$ cat src/rtl/fetch_pkg.sv
// Shared constants and state encoding for the KGP-miniRISC instruction fetch stage.
package fetch_pkg;

  localparam int INSTR_W      = 32;
  localparam int DEF_ADDR_W   = 10;
  localparam int DEF_RESET_PC = 0;

  typedef enum logic [1:0] {
    FILL   = 2'd0,
    RUN    = 2'd1,
    HALTED = 2'd2
  } fetch_state_e;

endpackage

$ cat src/rtl/fetch_hold_reg.sv
// One-entry skid register: catches the ROM word that lands while decode is stalled.
module fetch_hold_reg
  import fetch_pkg::*;
#(
  parameter int ADDR_W = DEF_ADDR_W
) (
  input  logic               clk,
  input  logic               rst,
  input  logic               capture,
  input  logic               flush,
  input  logic               drain,
  input  logic [INSTR_W-1:0] din,
  input  logic [ADDR_W-1:0]  pc_in,
  output logic               valid,
  output logic [INSTR_W-1:0] dout,
  output logic [ADDR_W-1:0]  pc
);

  // Flush wins over capture so a redirect never leaves a stale entry behind.
  always_ff @(posedge clk) begin
    if (rst) begin
      valid <= 1'b0;
      dout  <= '0;
      pc    <= '0;
    end else if (flush) begin
      valid <= 1'b0;
    end else if (capture) begin
      valid <= 1'b1;
      dout  <= din;
      pc    <= pc_in;
    end else if (drain) begin
      valid <= 1'b0;
    end
  end

endmodule

$ cat src/rtl/instr_fetch_unit.sv
// Fetch stage: owns the PC, drives a 1-cycle synchronous ROM and feeds decode,
// with stall skid, branch/jump redirect and halt.
module instr_fetch_unit
  import fetch_pkg::*;
#(
  parameter int ADDR_W   = DEF_ADDR_W,
  parameter int RESET_PC = DEF_RESET_PC
) (
  input  logic               clk,
  input  logic               rst,
  input  logic               stall,
  input  logic               redirect_valid,
  input  logic [ADDR_W-1:0]  redirect_pc,
  input  logic               halt,
  output logic               imem_en,
  output logic [ADDR_W-1:0]  imem_addr,
  input  logic [INSTR_W-1:0] imem_rdata,
  output logic [INSTR_W-1:0] instr,
  output logic               instr_valid,
  output logic [ADDR_W-1:0]  pc_out,
  output logic [ADDR_W-1:0]  pc_plus1,
  output logic               halted
);

  localparam logic [ADDR_W-1:0] RST_PC = ADDR_W'(RESET_PC);
  localparam logic [ADDR_W-1:0] ONE    = ADDR_W'(1);

  fetch_state_e       state_q, state_d;
  logic [ADDR_W-1:0]  fetch_pc;   // next word to request from the ROM
  logic [ADDR_W-1:0]  rd_pc;      // address of the read landing this cycle
  logic               rd_valid;   // imem_rdata carries a live (unsquashed) word
  logic               take_halt, take_redirect, stalled, advance;

  logic               hold_valid, hold_cap, hold_flush, hold_drain;
  logic [INSTR_W-1:0] hold_instr;
  logic [ADDR_W-1:0]  hold_pc;

  logic               issue_ok;
  logic [INSTR_W-1:0] issue_instr;
  logic [ADDR_W-1:0]  issue_pc;

  always_ff @(posedge clk) begin
    if (rst) state_q <= FILL;
    else     state_q <= state_d;
  end

  // The redirect target bypasses fetch_pc onto the ROM port so that its word
  // lands one cycle later and only a single bubble is seen by decode.
  always_comb begin
    state_d       = state_q;
    take_halt     = 1'b0;
    take_redirect = 1'b0;
    stalled       = 1'b0;
    imem_en       = 1'b0;
    imem_addr     = fetch_pc;
    if (state_q != HALTED) begin
      take_halt     = halt;
      take_redirect = redirect_valid && !halt;
      stalled       = stall && instr_valid && !redirect_valid && !halt;
      imem_en       = !stalled;
      if (take_redirect) imem_addr = redirect_pc;
      if (take_halt)               state_d = HALTED;
      else if (take_redirect)      state_d = FILL;
      else if (state_q == FILL)    state_d = RUN;
    end
  end

  assign halted  = (state_q == HALTED);
  assign advance = (state_q != HALTED) && !take_halt && !take_redirect && !stalled;

  assign hold_cap   = stalled && rd_valid;
  assign hold_flush = take_redirect || take_halt;
  assign hold_drain = advance && hold_valid;

  // A held word is always older than anything on the ROM port.
  assign issue_ok    = hold_valid || rd_valid;
  assign issue_instr = hold_valid ? hold_instr : imem_rdata;
  assign issue_pc    = hold_valid ? hold_pc    : rd_pc;

  fetch_hold_reg #(.ADDR_W(ADDR_W)) u_hold (
    .clk     (clk),
    .rst     (rst),
    .capture (hold_cap),
    .flush   (hold_flush),
    .drain   (hold_drain),
    .din     (imem_rdata),
    .pc_in   (rd_pc),
    .valid   (hold_valid),
    .dout    (hold_instr),
    .pc      (hold_pc)
  );

  always_ff @(posedge clk) begin
    if (rst) begin
      fetch_pc    <= RST_PC;
      rd_pc       <= '0;
      rd_valid    <= 1'b0;
      instr       <= '0;
      instr_valid <= 1'b0;
      pc_out      <= '0;
      pc_plus1    <= ONE;
    end else begin
      if (imem_en) begin
        fetch_pc <= imem_addr + ONE;
        rd_pc    <= imem_addr;
      end
      rd_valid <= imem_en && !take_halt;
      if (advance) begin
        instr_valid <= issue_ok;
        if (issue_ok) begin
          instr    <= issue_instr;
          pc_out   <= issue_pc;
          pc_plus1 <= issue_pc + ONE;
        end
      end else if (!stalled) begin
        instr_valid <= 1'b0;
      end
    end
  end

endmodule

$ cat config.mk
export PLATFORM = sky130hd
export DESIGN_NAME = instr_fetch_unit
export DESIGN_NICKNAME = d
export VERILOG_FILES = /design/src/rtl/fetch_pkg.sv /design/src/rtl/fetch_hold_reg.sv /design/src/rtl/instr_fetch_unit.sv
export SDC_FILE = /design/constraint.sdc
export NUM_CORES = 1
export LEC_CHECK = 0
export CORE_MARGIN = 2
export CORE_UTILIZATION = 30
export CTS_CLUSTER_DIAMETER = 120
export DETAILED_ROUTE_END_ITERATION = 8
export GPL_TIMING_DRIVEN = 0
export PLACE_DENSITY = 0.58
export SETUP_SLACK_MARGIN = 0.3
export SYNTH_ARGS = -nofsm -noshare
export SYNTH_HDL_FRONTEND = slang
export SYNTH_SLANG_ARGS = --single-unit
$ cat constraint.sdc
create_clock -name clk -period 2.3 [get_ports clk]
set_input_delay 0.69 -clock clk [delete_from_list [all_inputs] [get_ports clk]]
set_output_delay 0.69 -clock clk [all_outputs]
set_load 0.005 [all_outputs]
==> impl_metrics.py <==
metrics = {
    "outcome": {
        "status": "complete, but fails checks",
        "violations": "negative setup slack",
    },
    "place": {
        "dp_cells": 954,
        "placed_cell_area_um2": 6659,
        "place_ws_ns": -1.173,
        "dpl.hpwl_um": 11150,
        "numPortBuffers": 110,
        "gp_congestion": 0.8696,
    },
    "drt": {
        "wirelength_um": 17560,
        "drt-pass1-iter-count": 4,
        "viasPerCell": 4.975,
        "ant_nets": 0,
        "drt_first_iter_violations": 295,
        "drc_errors": 0,
        "routedWlPerCell_um": 16.64,
        "vias": 5249,
    },
    "final_layout": {
        "diodes": 0,
        "finalNonFillerCells": 1055,
        "drive_gt1_share_pct": 34.82,
        "synthToLayoutAreaGrowth_pct": 71.94,
        "nets": 866,
        "fin_area_um2": 8917,
    },
    "yosys": {
        "synthCells": 619,
        "syn_area_per_cell_um2": 8.378,
        "ys_seq_area_share_pct": 45.93,
        "synth_top_cell_area_share_pct": 45.93,
        "syn-num-nets": 668,
        "yosysMostFrequentCell": "nand2_1",
        "synth_edf_count": 0,
        "ys.flop_type": "dfxtp_1",
        "async_reset_ff_share_pct": 0,
        "synth_common_cells": "nand2_1 (124), dfxtp_1 (119), a21oi_1 (73)",
        "yosysUniqueCellTypes": 51,
        "synthTopCellsByArea": "dfxtp_1 (46%), nand2_1 (9.0%), mux2i_1 (8.5%)",
        "yosysTopAreaCell": "dfxtp_1",
        "synth_area_um2": 5186,
        "ys_warn_count": 0,
        "ys_ff_latch": 119,
    },
    "setup_path": {
        "cp-end-kind": "output pin",
        "r2r_setup_slack_ns": -0.04,
        "path_class": "input port to output pin",
        "worstPathRequired_ns": 1.61,
        "start_kind": "input port",
        "rr_endpoint": "fetch_pc[4]",
        "reg2reg_depth": 17,
        "crit_fanout": 9,
        "arrival_ns": 1.79,
        "reg2reg_from": "state_q[0]",
    },
    "sta": {
        "slew_headroom_pct": 48.39,
        "fin_crit_sh_pct": 107.7,
        "max_freq_mhz": 403.8,
        "timing.final.crit_period_ns": 2.476,
        "tightest_slew_ns": 0.7741,
        "slew_violations": 0,
        "setup_ws_ns": -0.1764,
        "grt_setup_unrepaired": "yes",
        "setup-violations-final": 14,
        "finClkSkew_ns": 0.006338,
        "timing.hold.ws_ns": 0.4516,
        "hold_viol": 0,
    },
    "floorplan": {
        "pin_count": 112,
        "fp.dieW_um": 135.5,
        "core_um2": 17120,
        "start_util_pct": 30.30,
        "fp.dieArea_um2": 18350,
        "die-height_um": 135.5,
        "fp-row-count": 48,
    },
    "clocking": {
        "cts_tree": "done",
        "clock_latency_ns": 0.41,
        "h-tree-depth": 4,
        "cts_made_buffers": 17,
        "cts_max_path_buffers": 2,
        "cts.clk_slew.worst_paths_ns": 0.05,
        "cts.sinks": 119,
        "clock-root-buffer": "clkbuf_16",
    },
    "global_routing": {
        "grt_util_met2_pct": 31.39,
        "grt_antenna_before_repair": 0,
        "grt_pass1_vias": 5159,
        "grt.overflow.total": 0,
        "busiest_layer": "met2",
        "grt_max_degree": 17,
        "grt_pass1_wl_um": 27430,
        "grt_usage_pct": 19.38,
        "gr-usage-met3_pct": 4.415,
        "grtUsageMet1_pct": 25.91,
    },
    "min_path": {
        "hold_depth": 2,
        "min_to": "u_hold.dout[31]",
        "worst_hold_path_type": "register to register",
        "min-delay-start": "u_hold.dout[31]",
    },
    "pwr": {
        "clkPwrFrac_pct": 48.1,
        "p_sw_w": 0.001341,
        "p_leak_nw": 3.518,
        "powerDensity_nw_per_um2": 633.3,
        "ir_drop_uv": 512.6,
        "intPower_w": 0.004306,
        "switching_share_pct": 23.75,
        "pwr-share-comb_pct": 13.5,
        "seqPwrFrac_pct": 38.3,
    },
    "flow_run": {
        "maxCapViolCount": 0,
    },
}
-- critical path, cell delays in order --
cell and delay, ns:
buf_12 0.12, nand2b_4 0.20, nor2_4 0.14, buf_12 0.13, buf_6 0.10, mux2i_4 0.22, inv_2 0.07, buf_6 0.12
-- layout by cell type (no fill, tap or decap), types with 6 or more instances in the layout --
| master | Yosys | layout |
|---|---|---|
| dlygate4sd2_1 | 0 | 12 |
| clkdlybuf4s50_1 | 0 | 71 |
| nand2_2 | 0 | 6 |
| buf_4 | 1 | 26 |
| buf_12 | 0 | 9 |
| clkbuf_16 | 0 | 18 |
| buf_2 | 21 | 10 |
| mux2i_1 | 44 | 41 |
| nor3_1 | 9 | 7 |
| clkbuf_2 | 0 | 13 |
| nand3b_1 | 6 | 6 |
| dlymetal6s2s_1 | 0 | 16 |
| nand3_1 | 18 | 13 |
| buf_6 | 1 | 42 |
| buf_8 | 0 | 10 |
| nor2_1 | 56 | 32 |
| dfxtp_2 | 0 | 20 |
| nand2_1 | 124 | 113 |
| clkbuf_1 | 24 | 13 |
| nor2_4 | 1 | 20 |
| a21oi_1 | 73 | 65 |
| dfxtp_1 | 119 | 97 |
| a21oi_2 | 0 | 6 |
| a211oi_2 | 0 | 40 |
-- what timing repair did --
item                       4_1_cts  5_1_grt
resized for setup              273       86
hold buffers                     0        0
setup endpoints to repair      123      131
buffers inserted                49       12
pin swaps                       54       25
cloned                           7        1
hold endpoints to repair         0        0
-- power groups by stage --
stage / Sequential, W / Combinational, W / Clock, W
global placement: 0.00220 / 0.000501 / 0
detailed placement: 0.00220 / 0.000502 / 0
floorplan: 0.00219 / 0.000248 / 0
global route: 0.00217 / 0.000813 / 0.00285
finish: 0.00217 / 0.000763 / 0.00272
CTS: 0.00216 / 0.000697 / 0.00276
-- flip-flops by register name, indices dropped and copies added (netlist names) --
| register | flops |
|---|---|
| instr | 32 |
| u_hold.dout | 32 |
| fetch_pc | 10 |
| pc_out | 10 |
| pc_plus1 | 10 |
| rd_pc | 10 |
| u_hold.pc | 10 |
| state_q | 2 |
| instr_valid | 1 |
| rd_valid | 1 |
| u_hold.valid | 1 |
-- area by class of cell --
cell class | count | area [µm²]
Fill cell | 1581 | 8199
Buffer | 47 | 414.1
Sequential cell | 119 | 2415
Clock buffer | 24 | 481.7
Tap cell | 225 | 281.5
Clock inverter | 8 | 120.1
Multi-Input combinational cell | 445 | 3236
Inverter | 8 | 40.04
Timing Repair Buffer | 179 | 1929
-- stage by stage --
step	setup TNS, ns	util [%]	power, W
finish	-1.246	52.10	0.005647
detailed placement	-54.61	38.90	0.002701
global placement	-55.06	38.90	0.002700
CTS	-1.007	49.68	0.005616
global route	-2.303	52.10	0.005834
floorplan	0	-	0.002436
-- worst max-delay path by stage --
stage,cells after the start,to,start
3_3_place_gp,7,imem_en,redirect_valid
4_1_cts,5,imem_addr[2],state_q[0]
2_1_floorplan,11,fetch_pc[4],halt
6_report,8,imem_addr[0],halt
3_5_place_dp,7,imem_en,redirect_valid
5_1_grt,9,imem_addr[0],state_q[0]
-- kinds of logic after synthesis --
| kind of cell | after synthesis | share of synthesized area, % |
|---|---|---|
| XOR/XNOR | 8 | 1.351 |
| buffers and inverters | 55 | 4.705 |
| multiplexers | 47 | 9.143 |
| adder cells (fa/ha/maj) | 2 | 0.4824 |
| AO/OA/AOI/OAI | 147 | 17.85 |
| AND/OR/NAND/NOR | 241 | 20.53 |
| flip-flops | 119 | 45.93 |
-- per-layer routing --
metal,wire [µm],up-vias
met5,0,-
met4,283,0
met3,842,19
met2,8445,137
met1,7985,2519
li1,-,2574
(Power assumes the default switching activity.)
